**src/rtl/axi2iob.sv**
```systemverilog
// axi2iob: AXI4-full slave to IOb native master bridge.
// Services one INCR burst at a time and replays each beat as a single native
// access. Read and write address channels share the native port through
// round-robin arbitration in IDLE.
module axi2iob #(
    parameter int ADDR_W    = 32,
    parameter int DATA_W    = 32,
    parameter int AXI_ID_W  = 1,
    parameter int AXI_LEN_W = 8
) (
    input  logic                  clk,
    input  logic                  rst,
    // write address
    input  logic [AXI_ID_W-1:0]   s_axi_awid,
    input  logic [ADDR_W-1:0]     s_axi_awaddr,
    input  logic [AXI_LEN_W-1:0]  s_axi_awlen,
    input  logic                  s_axi_awvalid,
    output logic                  s_axi_awready,
    // write data
    input  logic [DATA_W-1:0]     s_axi_wdata,
    input  logic [DATA_W/8-1:0]   s_axi_wstrb,
    input  logic                  s_axi_wlast,
    input  logic                  s_axi_wvalid,
    output logic                  s_axi_wready,
    // write response
    output logic [AXI_ID_W-1:0]   s_axi_bid,
    output logic [1:0]            s_axi_bresp,
    output logic                  s_axi_bvalid,
    input  logic                  s_axi_bready,
    // read address
    input  logic [AXI_ID_W-1:0]   s_axi_arid,
    input  logic [ADDR_W-1:0]     s_axi_araddr,
    input  logic [AXI_LEN_W-1:0]  s_axi_arlen,
    input  logic                  s_axi_arvalid,
    output logic                  s_axi_arready,
    // read data
    output logic [AXI_ID_W-1:0]   s_axi_rid,
    output logic [DATA_W-1:0]     s_axi_rdata,
    output logic [1:0]            s_axi_rresp,
    output logic                  s_axi_rlast,
    output logic                  s_axi_rvalid,
    input  logic                  s_axi_rready,
    // native master
    output logic                  m_valid,
    output logic [ADDR_W-1:0]     m_addr,
    output logic [DATA_W-1:0]     m_wdata,
    output logic [DATA_W/8-1:0]   m_wstrb,
    input  logic [DATA_W-1:0]     m_rdata,
    input  logic                  m_ready
);

    localparam int STRB_W = DATA_W / 8;
    localparam int OFF_W  = $clog2(STRB_W);

    typedef enum logic [2:0] {
        IDLE    = 3'd0,
        WR_DATA = 3'd1,
        WR_ACC  = 3'd2,
        WR_RESP = 3'd3,
        RD_ACC  = 3'd4,
        RD_DATA = 3'd5
    } state_t;

    state_t                 state_q;
    logic                   last_wr_q;   // 1: last grant went to the write channel
    logic [AXI_ID_W-1:0]    id_q;
    logic [ADDR_W-1:0]      addr_q;
    logic [AXI_LEN_W-1:0]   len_q;
    logic [AXI_LEN_W-1:0]   cnt_q;
    logic                   err_q;
    logic [DATA_W-1:0]      wdata_q;
    logic [STRB_W-1:0]      wstrb_q;
    logic [DATA_W-1:0]      rdata_q;

    logic                   pick_wr;
    logic                   beat_last;
    logic [ADDR_W-1:0]      addr_d;
    logic [AXI_LEN_W-1:0]   cnt_d;

    // Round-robin: a write wins unless a read is also pending and the
    // write channel was granted last.
    assign pick_wr   = s_axi_awvalid & (~s_axi_arvalid | ~last_wr_q);
    assign beat_last = (cnt_q == len_q);
    // Compare happens on the pre-increment count, so a wrap of cnt_d after
    // the final beat of a maximal burst is never observed.
    assign addr_d    = addr_q + ADDR_W'(STRB_W);
    assign cnt_d     = cnt_q + AXI_LEN_W'(1);

    assign s_axi_awready = (state_q == IDLE) & s_axi_awvalid & pick_wr;
    assign s_axi_arready = (state_q == IDLE) & s_axi_arvalid & ~pick_wr;
    assign s_axi_wready  = (state_q == WR_DATA);

    assign s_axi_bvalid  = (state_q == WR_RESP);
    assign s_axi_bid     = id_q;
    assign s_axi_bresp   = {err_q, 1'b0};

    assign s_axi_rvalid  = (state_q == RD_DATA);
    assign s_axi_rid     = id_q;
    assign s_axi_rdata   = rdata_q;
    assign s_axi_rresp   = 2'b00;
    assign s_axi_rlast   = (state_q == RD_DATA) & beat_last;

    // Native request fields come straight from registers, so they stay
    // stable for as long as m_valid is held.
    assign m_valid = (state_q == WR_ACC) | (state_q == RD_ACC);
    assign m_addr  = addr_q;
    assign m_wdata = wdata_q;
    assign m_wstrb = (state_q == WR_ACC) ? wstrb_q : '0;

    // Burst sequencer: arbitration, beat counting and native handshakes.
    always_ff @(posedge clk or posedge rst) begin
        if (rst) begin
            state_q   <= IDLE;
            last_wr_q <= 1'b0;
            id_q      <= '0;
            addr_q    <= '0;
            len_q     <= '0;
            cnt_q     <= '0;
            err_q     <= 1'b0;
            wdata_q   <= '0;
            wstrb_q   <= '0;
            rdata_q   <= '0;
        end else begin
            case (state_q)
                IDLE: begin
                    if (s_axi_awready) begin
                        id_q      <= s_axi_awid;
                        addr_q    <= {s_axi_awaddr[ADDR_W-1:OFF_W], {OFF_W{1'b0}}};
                        len_q     <= s_axi_awlen;
                        cnt_q     <= '0;
                        err_q     <= 1'b0;
                        last_wr_q <= 1'b1;
                        state_q   <= WR_DATA;
                    end else if (s_axi_arready) begin
                        id_q      <= s_axi_arid;
                        addr_q    <= {s_axi_araddr[ADDR_W-1:OFF_W], {OFF_W{1'b0}}};
                        len_q     <= s_axi_arlen;
                        cnt_q     <= '0;
                        err_q     <= 1'b0;
                        last_wr_q <= 1'b0;
                        state_q   <= RD_ACC;
                    end
                end
                WR_DATA: begin
                    if (s_axi_wvalid) begin
                        wdata_q <= s_axi_wdata;
                        wstrb_q <= s_axi_wstrb;
                        if (s_axi_wlast != beat_last) err_q <= 1'b1;
                        if (|s_axi_wstrb) begin
                            state_q <= WR_ACC;
                        end else begin
                            // empty strobe: nothing to write, just step the beat
                            addr_q  <= addr_d;
                            cnt_q   <= cnt_d;
                            state_q <= beat_last ? WR_RESP : WR_DATA;
                        end
                    end
                end
                WR_ACC: begin
                    if (m_ready) begin
                        addr_q  <= addr_d;
                        cnt_q   <= cnt_d;
                        state_q <= beat_last ? WR_RESP : WR_DATA;
                    end
                end
                WR_RESP: begin
                    if (s_axi_bready) state_q <= IDLE;
                end
                RD_ACC: begin
                    if (m_ready) begin
                        rdata_q <= m_rdata;
                        state_q <= RD_DATA;
                    end
                end
                RD_DATA: begin
                    if (s_axi_rready) begin
                        addr_q  <= addr_d;
                        cnt_q   <= cnt_d;
                        state_q <= beat_last ? IDLE : RD_ACC;
                    end
                end
                default: state_q <= IDLE;
            endcase
        end
    end

endmodule

```
**config.mk**
```make
export PLATFORM = sky130hd
export DESIGN_NAME = axi2iob
export DESIGN_NICKNAME = d
export VERILOG_FILES = /design/src/rtl/axi2iob.sv
export SDC_FILE = /design/constraint.sdc
export NUM_CORES = 1
export LEC_CHECK = 0
export CORE_ASPECT_RATIO = 2
export CORE_MARGIN = 2
export CORE_UTILIZATION = 47
export CTS_BUF_LIST = sky130_fd_sc_hd__clkbuf_4
export DETAILED_ROUTE_END_ITERATION = 16
export PLACE_DENSITY = 0.95
export SLEW_MARGIN = 25
export SYNTH_ARGS = -nofsm -noshare
export SYNTH_HDL_FRONTEND = slang
export SYNTH_SLANG_ARGS = --single-unit
```
**constraint.sdc**
```tcl
create_clock -name clk -period 11 [get_ports clk]
set_input_delay 3.3 -clock clk [delete_from_list [all_inputs] [get_ports clk]]
set_output_delay 3.3 -clock clk [all_outputs]
set_load 0.02 [all_outputs]
```
## Word-level counts from Yosys, hierarchy flattened

Cells that the tools add are included.

| word-level totals | value |
|---|---|
| bits in latches | 0 |
| logic and storage cells | 85 |
| bits in registers | 122 |
| memories kept | 0 |
| ROM bits | 0 |
| memory bits (writable) | 0 |

| operators by class | value |
|---|---|
| shift operators | 0 |
| bitwise gates (word level) | 11 |
| $mul | 0 |
| reduce and logical (&&, ||, !) cells | 11 |
| $lt $le $gt $ge | 0 |
| divide/modulo/power cells | 0 |
| equal/unequal tests | 15 |
| mux-type cells | 36 |
| $add $sub $neg | 2 |

Operators by type and width:

| operator | count |
|---|---|
| two-way mux 32 bit | 6 |
| one-hot mux 32 bit (4 select lines) | 1 |
| two-way mux 8 bit | 8 |
| adder 32 x 3 -> 32 bit (second input constant) | 1 |
| one-hot mux 8 bit (4 select lines) | 1 |
| two-way mux 3 bit | 8 |
| one-hot mux 3 bit (6 select lines) | 1 |
| AND reduction 6 bit | 2 |
| adder 8 x 1 -> 8 bit (second input constant) | 1 |
| equality test 8 bit | 1 |
| != test 2 bit (second input constant) | 4 |
| two-way mux 1 bit | 7 |
| AND 1 bit | 6 |
| equality test 3 x 2 -> 1 bit (second input constant) | 2 |
| equality test 3 bit (second input constant) | 2 |
| != test 2 x 1 -> 1 bit (second input constant) | 3 |
| AND reduction 2 bit | 3 |
| two-way mux 2 bit | 2 |
| two-way mux 4 bit | 1 |
| AND reduction 4 bit | 1 |
| nonzero test 2 bit | 2 |
| nonzero test 4 bit | 1 |
| OR reduction 4 bit | 1 |
| equality test 3 x 1 -> 1 bit (second input constant) | 1 |
| 6 further kinds | 9 |

## Depth between registers and ports, before layout

Gate-level depths: netlist (run 1).

| logic depth | value |
|---|---|
| depth after elaboration | 8 |
| mapped depth | 8 |
| depth with buffers taken out | 6 |

## Worst setup path after synthesis (run 1)

No wires, ideal clock.

| timing path | value |
|---|---|
| path kind | input to output |
| start | in s_axi_awvalid |
| end | out s_axi_awready |
| slack | 3.331 ns |
| data required time | 7.700 ns |
| arrival | 4.369 ns |
| stages on the path | 4 |
| cells stage by stage | a21boi_1 -> nand2_1 -> inv_1 -> buf_1 |

| on the way | value |
|---|---|
| word-level cells in the longest chain between the ends | 2 |
| elaborated cells between the ends (all ways) | 3 |
| classes of those cells | bitwise: 3 |

Ends and longest elaborated chain:

| what | RTL line | RTL |
|---|---|---|
| start, declared | 17 | `input logic s_axi_awvalid,` |
| AND 1 bit (on tied branches) | 89, 82 |  |
| AND 1 bit (*) | 89 | `assign s_axi_awready = (state_q == IDLE) & s_axi_awvalid & pick_wr;` |
| end, declared | 18 | `output logic s_axi_awready,` |

Every way passes the cells marked *; elsewhere a longest branch is shown, timed or not.

## Worst setup path in the final report (run 1)

Same ends and word-level chain as after synthesis.

==> results of run 1 <==
[cell families (layout without fill, tap and decap cells)]
group                      count (synthesis)  in the layout
and+or+nand+nor                          180            180
AOI/OAI and AO/OA                        125            125
DFF                                      120            120
muxes                                     90             90
buffers and inverters                     51            309
xor gates and xnor gates                  10             10
adders and majority gates                  2              2
other                                      1              5
[registers in the layout, indices dropped and copies added, names as in the netlist, 3 cells and up]
name,flops
m_addr,30
wstrb_q,4
cnt_q,8
len_q,8
m_wdata,32
s_axi_rdata,32
state_q,3
[cell type report]
cell class	instances	area share, %
sequential	120	33.1
multi-input combinational	412	32.1
timing repair buffer	270	29.6
tap	152	2.10
clock buffer	17	1.41
clock inverter	14	1.41
inverter	8	0.358
[per-layer routing]
layer / part of all wire [%] / GRT usage, % / wire length (µm)
met5: 0 / 0 / 0
met4: 1.9 / 9.24 / 350
met3: 9.0 / 7.60 / 1680
met2: 51 / 44.8 / 9560
met1: 38 / 31.1 / 7100
[stage by stage]
step | utilization [%] | worst slack, ps | hold WS [ps]
2_1_floorplan | - | 3330 | 447
3_3_place_gp | 68.7 | 2290 | 465
3_5_place_dp | 68.7 | 2270 | 473
4_1_cts | 70.6 | 2270 | 503
5_1_grt | 70.7 | 2120 | 535
6_report | 70.7 | 2260 | 507
[power by group through the flow]
stage               logic (µW)  clock network, µW  registers [µW]
finish                    1140                292             832
global placement          1110                  0             816
floorplan                  432                  0            1000
global route              1220                322             860
detailed placement        1140                  0             837
CTS                       1150                300             829
[how the worst min path moves through the flow]
| stage | end | slack (ps) | startpoint |
|---|---|---|---|
| floorplan | last_wr_q | 450 | last_wr_q |
| global placement | last_wr_q | 460 | last_wr_q |
| detailed placement | last_wr_q | 470 | last_wr_q |
| CTS | last_wr_q | 500 | last_wr_q |
| global route | m_wdata[22] | 540 | m_wdata[22] |
| finish | last_wr_q | 510 | last_wr_q |
[critical path: cells and delay by family]
family | cells | cell delay [ps]
buf+inv | 4 | 1860
compound gates | 1 | 220
simple gates | 1 | 70
[Yosys cell counts, types with 7 or more instances]
master and number:
nor2_1 43, inv_1 8, nand3_1 17, a31oi_1 16, dfrtp_1 120, a21oi_1 21
clkbuf_1 16, nor4_1 7, and2_1 7, o22ai_1 9, mux2i_1 12, and3_1 7
o22a_1 8, o21ai_0 23, buf_4 8, nand2_1 49, mux2_2 78, buf_2 13
or3_1 7, nand4_1 16, xnor2_1 9
[placed cells by master, fill, tap and decap left out, types with 6 or more instances in the layout]
cell type,n
and2_1,7
o22a_1,8
clkdlybuf4s50_1,262
or3_1,7
dfrtp_1,120
nor4_1,7
nand2_1,48
xnor2_1,9
a21oi_1,21
nand3_1,17
a31oi_1,16
o21ai_0,23
nor2_1,43
inv_1,7
mux2i_1,12
mux2_2,78
and3_1,7
a2bb2oi_1,6
clkbuf_4,17
o22ai_1,9
buf_4,7
nand4_1,16
==> results.ini, run 1 <==
[status]
outcome = finished, final reports clean

[power_and_ir_drop]
p_leak_uw = 0.00371
pwr-share-clk_pct = 12.9
power_density_nw_per_um2 = 250
total_power_uw = 2270
p_int_uw = 1340
seqPwrFrac_pct = 36.7
p_comb_share_pct = 50.5
switching_share_pct = 41.1
power.switching_uw = 933
ir_drop_mv = 0.180

[synthesis]
synth-simple-area-share_pct = 14.9
yosysWarningCount = 0
synth_top_family_by_area = multiplexers
ys.flop_type = dfrtp_1
syn_area_per_cell_um2 = 10.6
synthDistinctLibCells = 59
synth_edf_count = 0
synth_area_leaders = dfrtp_1 49%, mux2_2 14%, nand2_1 3.0%
yosysTopAreaCellShare_pct = 49.0
synth_area_um2 = 6130
synth-seq-cells = 120
synthArstFlopShare_pct = 100
synth-compound-area-share_pct = 14.0
syn_inst = 579
synth_fa_ha_area_share_pct = 0.408
synth_area_leader_cell = dfrtp_1
yosysSeqAreaShare_pct = 49.0
synth-xor-area-share_pct = 1.43
synth_mux_area_share_pct = 16.3

[routing]
viasPerCell = 5.77
routedWlPerCell_um = 18.8
dr_total_vias = 5728
wl_mm = 18.7
dr.pass1.iters = 7
drtIter0Drc = 330
drc = 0
ant_nets = 0

[critical_path]
cp-endpoint = s_axi_awready
critical_path.cell_chain = clkdlybuf4s50_1 -> a21boi_1 -> buf_4 -> nand2_2 -> inv_1 -> clkdlybuf4s50_1
regToRegStartpoint = state_q[0]
arrival_ps = 5440
crit_start = s_axi_awvalid
rrSetupSlack_ps = 8330
r2r-end = m_addr[9]
endpoint_kind = primary output
start_kind = input port
critical_path_class = in -> out
path_common_cell = clkdlybuf4s50_1
cp.required_ps = 7700
r2r_cells = 5
worst_path_largest_cell_delay_ps = 720
cpMaxStageDelayCell = clkdlybuf4s50_1
path_max_fanout = 16

[placement]
dpl.hpwl_mm = 13.8
dpl_cell_area_um2 = 8820
placedCellCount = 962
port_buffers = 262
place_congestion = 0.944

[timing]
timing.final.max_slew_violations = 0
hold_viol = 0
max_clock_freq_mhz = 114
worstMarginPinSlew_ps = 995
post-route-min-period_ps = 8740
period_share_pct = 79.5
relSlewSlack_pct = 33.7
setup_viol = 0
finClkSkew_ps = 14.5
setup_tns_ps = 0
grt_setup_unrepaired = false

[cells_and_area]
fin_area_um2 = 9080
register_area_um2 = 3000
num_antenna_cells = 0
fill_cells = 929
nNetsFinal = 990
area_delta_synth_final_pct = 48.1
fin_cells = 993
drive_gt1_share_pct = 14.6
multi_input_area_um2 = 2910

[grt]
grt_overflow = 0
grt_pass1_wl_mm = 28.9
grt_pass1_vias = 5829
grt.total_usage_pct = 26.1
grt_antenna_before_repair = 0
grt_max_degree = 74

[flow_run]
max_cap_viol_count = 0

[clocking]
clockBufferDepth = 2
cts_buffers = 17
post_cts_resized = 0
cts_max_level = 4
postCtsSetupBuffers = 0
numClockSinks = 120
holdBufCountCts = 0
clock-root-buffer = clkbuf_4
clk_pin_slew_ps = 110
cts_tree = done
clk_latency_ps = 520

[floorplanning]
initial_utilization_pct = 47.7
num_rows = 59
die_area_um2 = 14000
dieHeight_um = 165
fp.dieW_um = 84.7
pin_count = 272
core_area_um2 = 12800

[min_path]
hp-class = reg -> reg
hold-path-cell-count = 2

Note: power is estimated with default switching activity, not from simulation.
==> run 2, diff against run 1 <==
Settings changed: CORE_UTILIZATION 47 to 39, PLACE_DENSITY 0.95 to 0.9.
Clock period 11 ns to 7.49 ns, I/O delays scaled along.
==> run 2 against run 1 <==
Flip-flop and latch count is the same. Final cell count is 4.6% higher. Critical endpoint unchanged. Clock-buffer cell count grew 3. Die area up 20%. Global-route usage shrank 2.8 points. Setup slack got worse by 1000 ps.
==> results.ini, run 2 (synthesis results as in run 1) <==
[routing]
viasPerCell = 5.50  ; -4.6%
wl_mm = 19.2  ; +2.6%
routedWlPerCell_um = 18.4  ; -2.0%
ant_nets = 0  ; unchanged
dr.pass1.iters = 4  ; -3
drtIter0Drc = 229  ; -31%
dr_total_vias = 5717  ; -0.19%
drc = 0  ; unchanged

[power_and_ir_drop]
switching_share_pct = 39.6  ; -1.5 points
seqPwrFrac_pct = 36.1  ; -0.6 points
power.switching_uw = 1330  ; +43%
ir_drop_mv = 0.249  ; +38%
pwr-share-clk_pct = 14.2  ; +1.3 points
p_int_uw = 2030  ; +52%
power_density_nw_per_um2 = 367  ; +47%
p_comb_share_pct = 49.7  ; -0.8 points
p_leak_uw = 0.00372  ; +0.38%

[floorplanning]
initial_utilization_pct = 39.9  ; -7.9 points
die_area_um2 = 16800  ; +20%
num_rows = 64  ; +8.5%
dieHeight_um = 181  ; +9.5%
core_area_um2 = 15400  ; +20%
pin_count = 272  ; unchanged
fp.dieW_um = 92.6  ; +9.3%

[placement]
pre_cts_slack_ps = 1250  ; -1030 ps
place_congestion = 0.882  ; -6.5%
dpl_cell_area_um2 = 8870  ; +0.64%
dpl.hpwl_mm = 14.1  ; +2.0%
port_buffers = 262  ; unchanged

[grt]
grt_max_degree = 72  ; -2.7%
grt_antenna_before_repair = 1  ; +1
grt_overflow = 0  ; unchanged
grt_pass1_vias = 5948  ; +2.0%
grt_pass1_wl_mm = 30.4  ; +5.1%
grt.total_usage_pct = 23.3  ; -2.8 points

[cells_and_area]
mostFrequentLayoutCells = 262 x clkdlybuf4s50_1, 120 x dfrtp_1, 78 x mux2_2, 48 x nand2_1, 43 x nor2_1
register_area_um2 = 3000  ; unchanged
nNetsFinal = 989  ; -0.10%
fin_area_um2 = 9160  ; +0.91%
final_common_cell = clkdlybuf4s50_1
area_delta_synth_final_pct = 49.5
fill_cells = 1276  ; +37%
multi_input_area_um2 = 2920  ; +0.26%
drive_gt1_share_pct = 14.8  ; +0.14 points

[clocking]
numClockSinks = 120  ; unchanged
cts_tree = done
holdBufCountCts = 0  ; unchanged
clk_latency_ps = 540  ; +20 ps
postCtsSetupBuffers = 0  ; unchanged
cts_buffers = 17  ; unchanged
clockBufferDepth = 2  ; unchanged
clk_pin_slew_ps = 110  ; about the same
clock-root-buffer = clkbuf_4
post_cts_resized = 0  ; unchanged
cts_max_level = 4  ; unchanged

[timing]
setup_tns_ps = 0  ; unchanged
timing.final.max_slew_violations = 0  ; unchanged
hold_slack_ps = 502  ; -5.14 ps
finClkSkew_ps = 13.2  ; -1.23 ps
relSlewSlack_pct = 29.5  ; -4.2 points
worstMarginPinSlew_ps = 1050  ; +52.8 ps
hold_viol = 0  ; unchanged
final.setup.worst_slack_ps = 1240  ; -1010 ps
grt_setup_unrepaired = false
post-route-min-period_ps = 6250
period_share_pct = 83.4
max_clock_freq_mhz = 160
setup_viol = 0  ; unchanged

[flow_run]
max_cap_viol_count = 0  ; unchanged

[critical_path]
path_max_fanout = 8  ; -8
cp.required_ps = 5240  ; -2460 ps
rrSetupSlack_ps = 4660  ; -3670 ps
start_kind = input port
path_common_cell = clkdlybuf4s50_1
critical_path.cell_chain = clkdlybuf4s50_1 -> a21boi_1 -> buf_4 -> nand2_2 -> inv_1 -> clkdlybuf4s50_1
critical_path_class = in -> out
worst_path_largest_cell_delay_ps = 710  ; about the same
r2r-end = m_addr[23]
endpoint_kind = primary output
r2r_cells = 6  ; +1
regToRegStartpoint = state_q[0]
cpMaxStageDelayCell = clkdlybuf4s50_1
arrival_ps = 4000  ; -1440 ps

[min_path]
hp-class = reg -> reg
hold_start = last_wr_q
whs_endpoint = last_wr_q
hold-path-cell-count = 2  ; unchanged

[status]
outcome = finished, final reports clean

==> run 2: routing by layer <==
layer  vias to the layer above  part of all wire, %  GRT usage, %
li1                       2632                    -             -
met1                      2767                   34          23.8
met2                       270                   55          42.9
met3                        48                  7.1          6.76
met4                         0                  3.9          10.4
met5                         -                    0             0
==> run 2: layout make-up <==
cell class	instances	share of cell area [%]
Clock inverter	11	1.43
Tap cell	198	2.70
Clock buffer	20	1.64
Multi-Input combinational cell	412	31.9
Antenna cell	1	0.0273
Sequential cell	120	32.8
Inverter	8	0.355
Timing Repair Buffer	269	29.2
==> run 2: worst max path at each step <==
stage / startpoint / endpoint / slack [ps] / depth (start not counted)
5_1_grt: s_axi_awvalid / s_axi_awready / 1190 / 6
3_3_place_gp: s_axi_awvalid / s_axi_awready / 1260 / 6
4_1_cts: s_axi_awvalid / s_axi_awready / 1250 / 6
6_report: s_axi_awvalid / s_axi_awready / 1240 / 6
3_5_place_dp: s_axi_awvalid / s_axi_awready / 1250 / 6
2_1_floorplan: s_axi_awvalid / s_axi_awready / 1930 / 4
==> run 2: power groups by stage <==
stage	sequential, µW	combinational, µW	clock [µW]
3_3_place_gp	1200	1650	0
3_5_place_dp	1220	1680	0
5_1_grt	1260	1780	523
2_1_floorplan	1470	635	0
6_report	1210	1670	477
4_1_cts	1210	1680	493
==> run 2: critical path, delay by kind of cell <==
family / cells / cell delay [ps]
buf+inv: 4 / 1510
compound gates: 1 / 170
simple gates: 1 / 70
==> run 2: metrics by stage <==
step,power [µW],instances,util [%]
finish,3360,1039,59.6
global route,3560,1039,59.6
CTS,3390,1038,59.6
detailed placement,2900,1007,57.7
global placement,2850,1007,57.7
floorplan,2110,583,-
==> run 3, diff against run 2 <==
Clock period 7.49 ns to 5.4 ns, I/O delays scaled along.
==> run 3 against run 2 <==
Wire length up 1.9%. Global-route usage up 0.16 points. Setup slack worse by 730 ps. Sequential power up 40%. Cell area about the same. Largest cell class unchanged. Final cell count up 0.19%. Critical path depth down 1. Power up 38%. First-iteration DRC count up 39%. Largest power group unchanged.
==> results.ini, run 3 (synthesis results as in run 1) <==
[flow_run]
max_cap_viol_count = 0  ; unchanged

[grt]
grt_antenna_before_repair = 1  ; unchanged
grt_max_degree = 71  ; -1.4%
grt.total_usage_pct = 23.4  ; +0.16 points
grt_pass1_vias = 5937  ; -0.18%
grt_overflow = 0  ; unchanged
grt_pass1_wl_mm = 30.5  ; +0.32%

[timing]
finClkSkew_ps = 14.4  ; +1.15 ps
period_share_pct = 90.4
post-route-min-period_ps = 4880
relSlewSlack_pct = 33.0  ; +3.5 points
hold_viol = 0  ; unchanged
setup_viol = 0  ; unchanged
setup_tns_ps = 0  ; unchanged
timing.final.max_slew_violations = 0  ; unchanged
max_clock_freq_mhz = 205
worstMarginPinSlew_ps = 996  ; -51.6 ps
grt_setup_unrepaired = false

[placement]
port_buffers = 262  ; unchanged
dpl.hpwl_mm = 14.6  ; +3.6%
dpl_cell_area_um2 = 8910  ; +0.39%
place_congestion = 0.907  ; +2.8%

[floorplanning]
fp.dieW_um = 92.6  ; unchanged
initial_utilization_pct = 39.9  ; unchanged
pin_count = 272  ; unchanged
num_rows = 64  ; unchanged
die_area_um2 = 16800  ; unchanged
core_area_um2 = 15400  ; unchanged
dieHeight_um = 181  ; unchanged

[critical_path]
path_common_cell = clkdlybuf4s50_1
crit_family = buffers and inverters
critical_path_class = in -> out
endpoint_kind = primary output
path_max_fanout = 4  ; -4
critical_path.cell_chain = clkdlybuf4s50_1 -> a21boi_1 -> nand2_2 -> inv_1 -> clkdlybuf4s50_1
cp.required_ps = 3780  ; -1460 ps
path_buf_inv = 3  ; -1
arrival_ps = 3260  ; -740 ps
worst_path_largest_cell_delay_ps = 700  ; about the same
cpMaxStageDelayCell = clkdlybuf4s50_1
start_kind = input port

[clocking]
clk_latency_ps = 540  ; about the same
cts_buffers = 17  ; unchanged
cts_max_level = 4  ; unchanged
post_cts_resized = 0  ; unchanged
holdBufCountCts = 0  ; unchanged
clock-root-buffer = clkbuf_4
numClockSinks = 120  ; unchanged
cts_tree = done
clockBufferDepth = 2  ; unchanged
clk_pin_slew_ps = 110  ; about the same
postCtsSetupBuffers = 0  ; unchanged

[routing]
dr_total_vias = 5735  ; +0.31%
routedWlPerCell_um = 18.8  ; +1.8%
drtIter0Drc = 319  ; +39%
wl_mm = 19.5  ; +1.9%
dr.pass1.iters = 5  ; +1
viasPerCell = 5.51  ; +0.12%
ant_nets = 0  ; unchanged
drc = 0  ; unchanged

[power_and_ir_drop]
power_density_nw_per_um2 = 506  ; +38%
p_leak_uw = 0.00372  ; about the same
ir_drop_mv = 0.360  ; +45%

[cells_and_area]
area_delta_synth_final_pct = 49.6  ; about the same
fill_cells = 1282  ; +0.47%
drive_gt1_share_pct = 15.0  ; +0.20 points
final_common_cell = clkdlybuf4s50_1
multi_input_area_um2 = 2920  ; unchanged
mostFrequentLayoutCells = 262 x clkdlybuf4s50_1, 120 x dfrtp_1, 78 x mux2_2, 48 x nand2_1, 43 x nor2_1
fin_area_um2 = 9170  ; about the same
nNetsFinal = 992  ; +0.30%
register_area_um2 = 3000  ; unchanged

[min_path]
hp-class = reg -> reg

[status]
outcome = finished, final reports clean

==> run 3: changes by cell type in the layout (fill, tap and decap cells not counted) <==
cell / delta
buf_4: +2
bufinv_16: -1
buf_12: +1
clkinvlp_4: +1
clkbuf_4: -1
==> run 3: through the flow <==
stage | power (µW) | utilization [%] | setup WS [ps] | hold WS (ps) | cells
final | 4640 | 59.6 | 517 | 496 | 1041
after global routing | 4910 | 59.6 | 434 | 525 | 1041
after CTS | 4670 | 59.6 | 512 | 500 | 1040
after detailed placement | 4050 | 58.0 | 515 | 473 | 1010
after global placement | 3960 | 58.0 | 522 | 465 | 1010
after floorplan | 2920 | - | 594 | 447 | 583
==> run 3: tightest hold or removal path, stage by stage, from the launching register on <==
cell,delay [ps]
dfrtp_1,360
nand2_1,50
nand2_1,60
==> run 3: final timing paths <==
| check | from | end | slack [ps] | depth (start not counted) |
|---|---|---|---|---|
| hold / removal | last_wr_q | last_wr_q | 500 | 2 |
| min in group asynchronous | rst | s_axi_bid | 1540 | 2 |
| max in group asynchronous | rst | m_wdata[5] | 3020 | 3 |
| setup / recovery | s_axi_awvalid | s_axi_awready | 520 | 5 |
| setup reg to reg | state_q[1] | m_addr[11] | 2730 | 6 |
| hold reg to reg | last_wr_q | last_wr_q | 500 | 2 |
==> run 3: metal layers <==
layer,vias to the layer above,track usage [%],share of wire [%]
li1,2637,-,-
met1,2795,23.3,33
met2,265,43.8,56
met3,38,6.84,7.2
met4,0,10.5,3.4
met5,-,0,0
==> run 3: cell type report <==
cell class	instances	share of cell area, %
sequential	120	32.8
multi-input combinational	412	31.8
timing repair buffer	272	29.6
clock buffer	19	1.56
tap	198	2.70
inverter	8	0.355
clock inverter	11	1.19
antenna	1	0.0273
==> run 3: power breakdown <==
part / switching, µW / leakage [µW] / total [µW] / internal [µW]
clock: 336 / 0.000133 / 608 / 272
sequential: 375 / 0.00143 / 1690 / 1310
combinational: 1150 / 0.00215 / 2340 / 1190
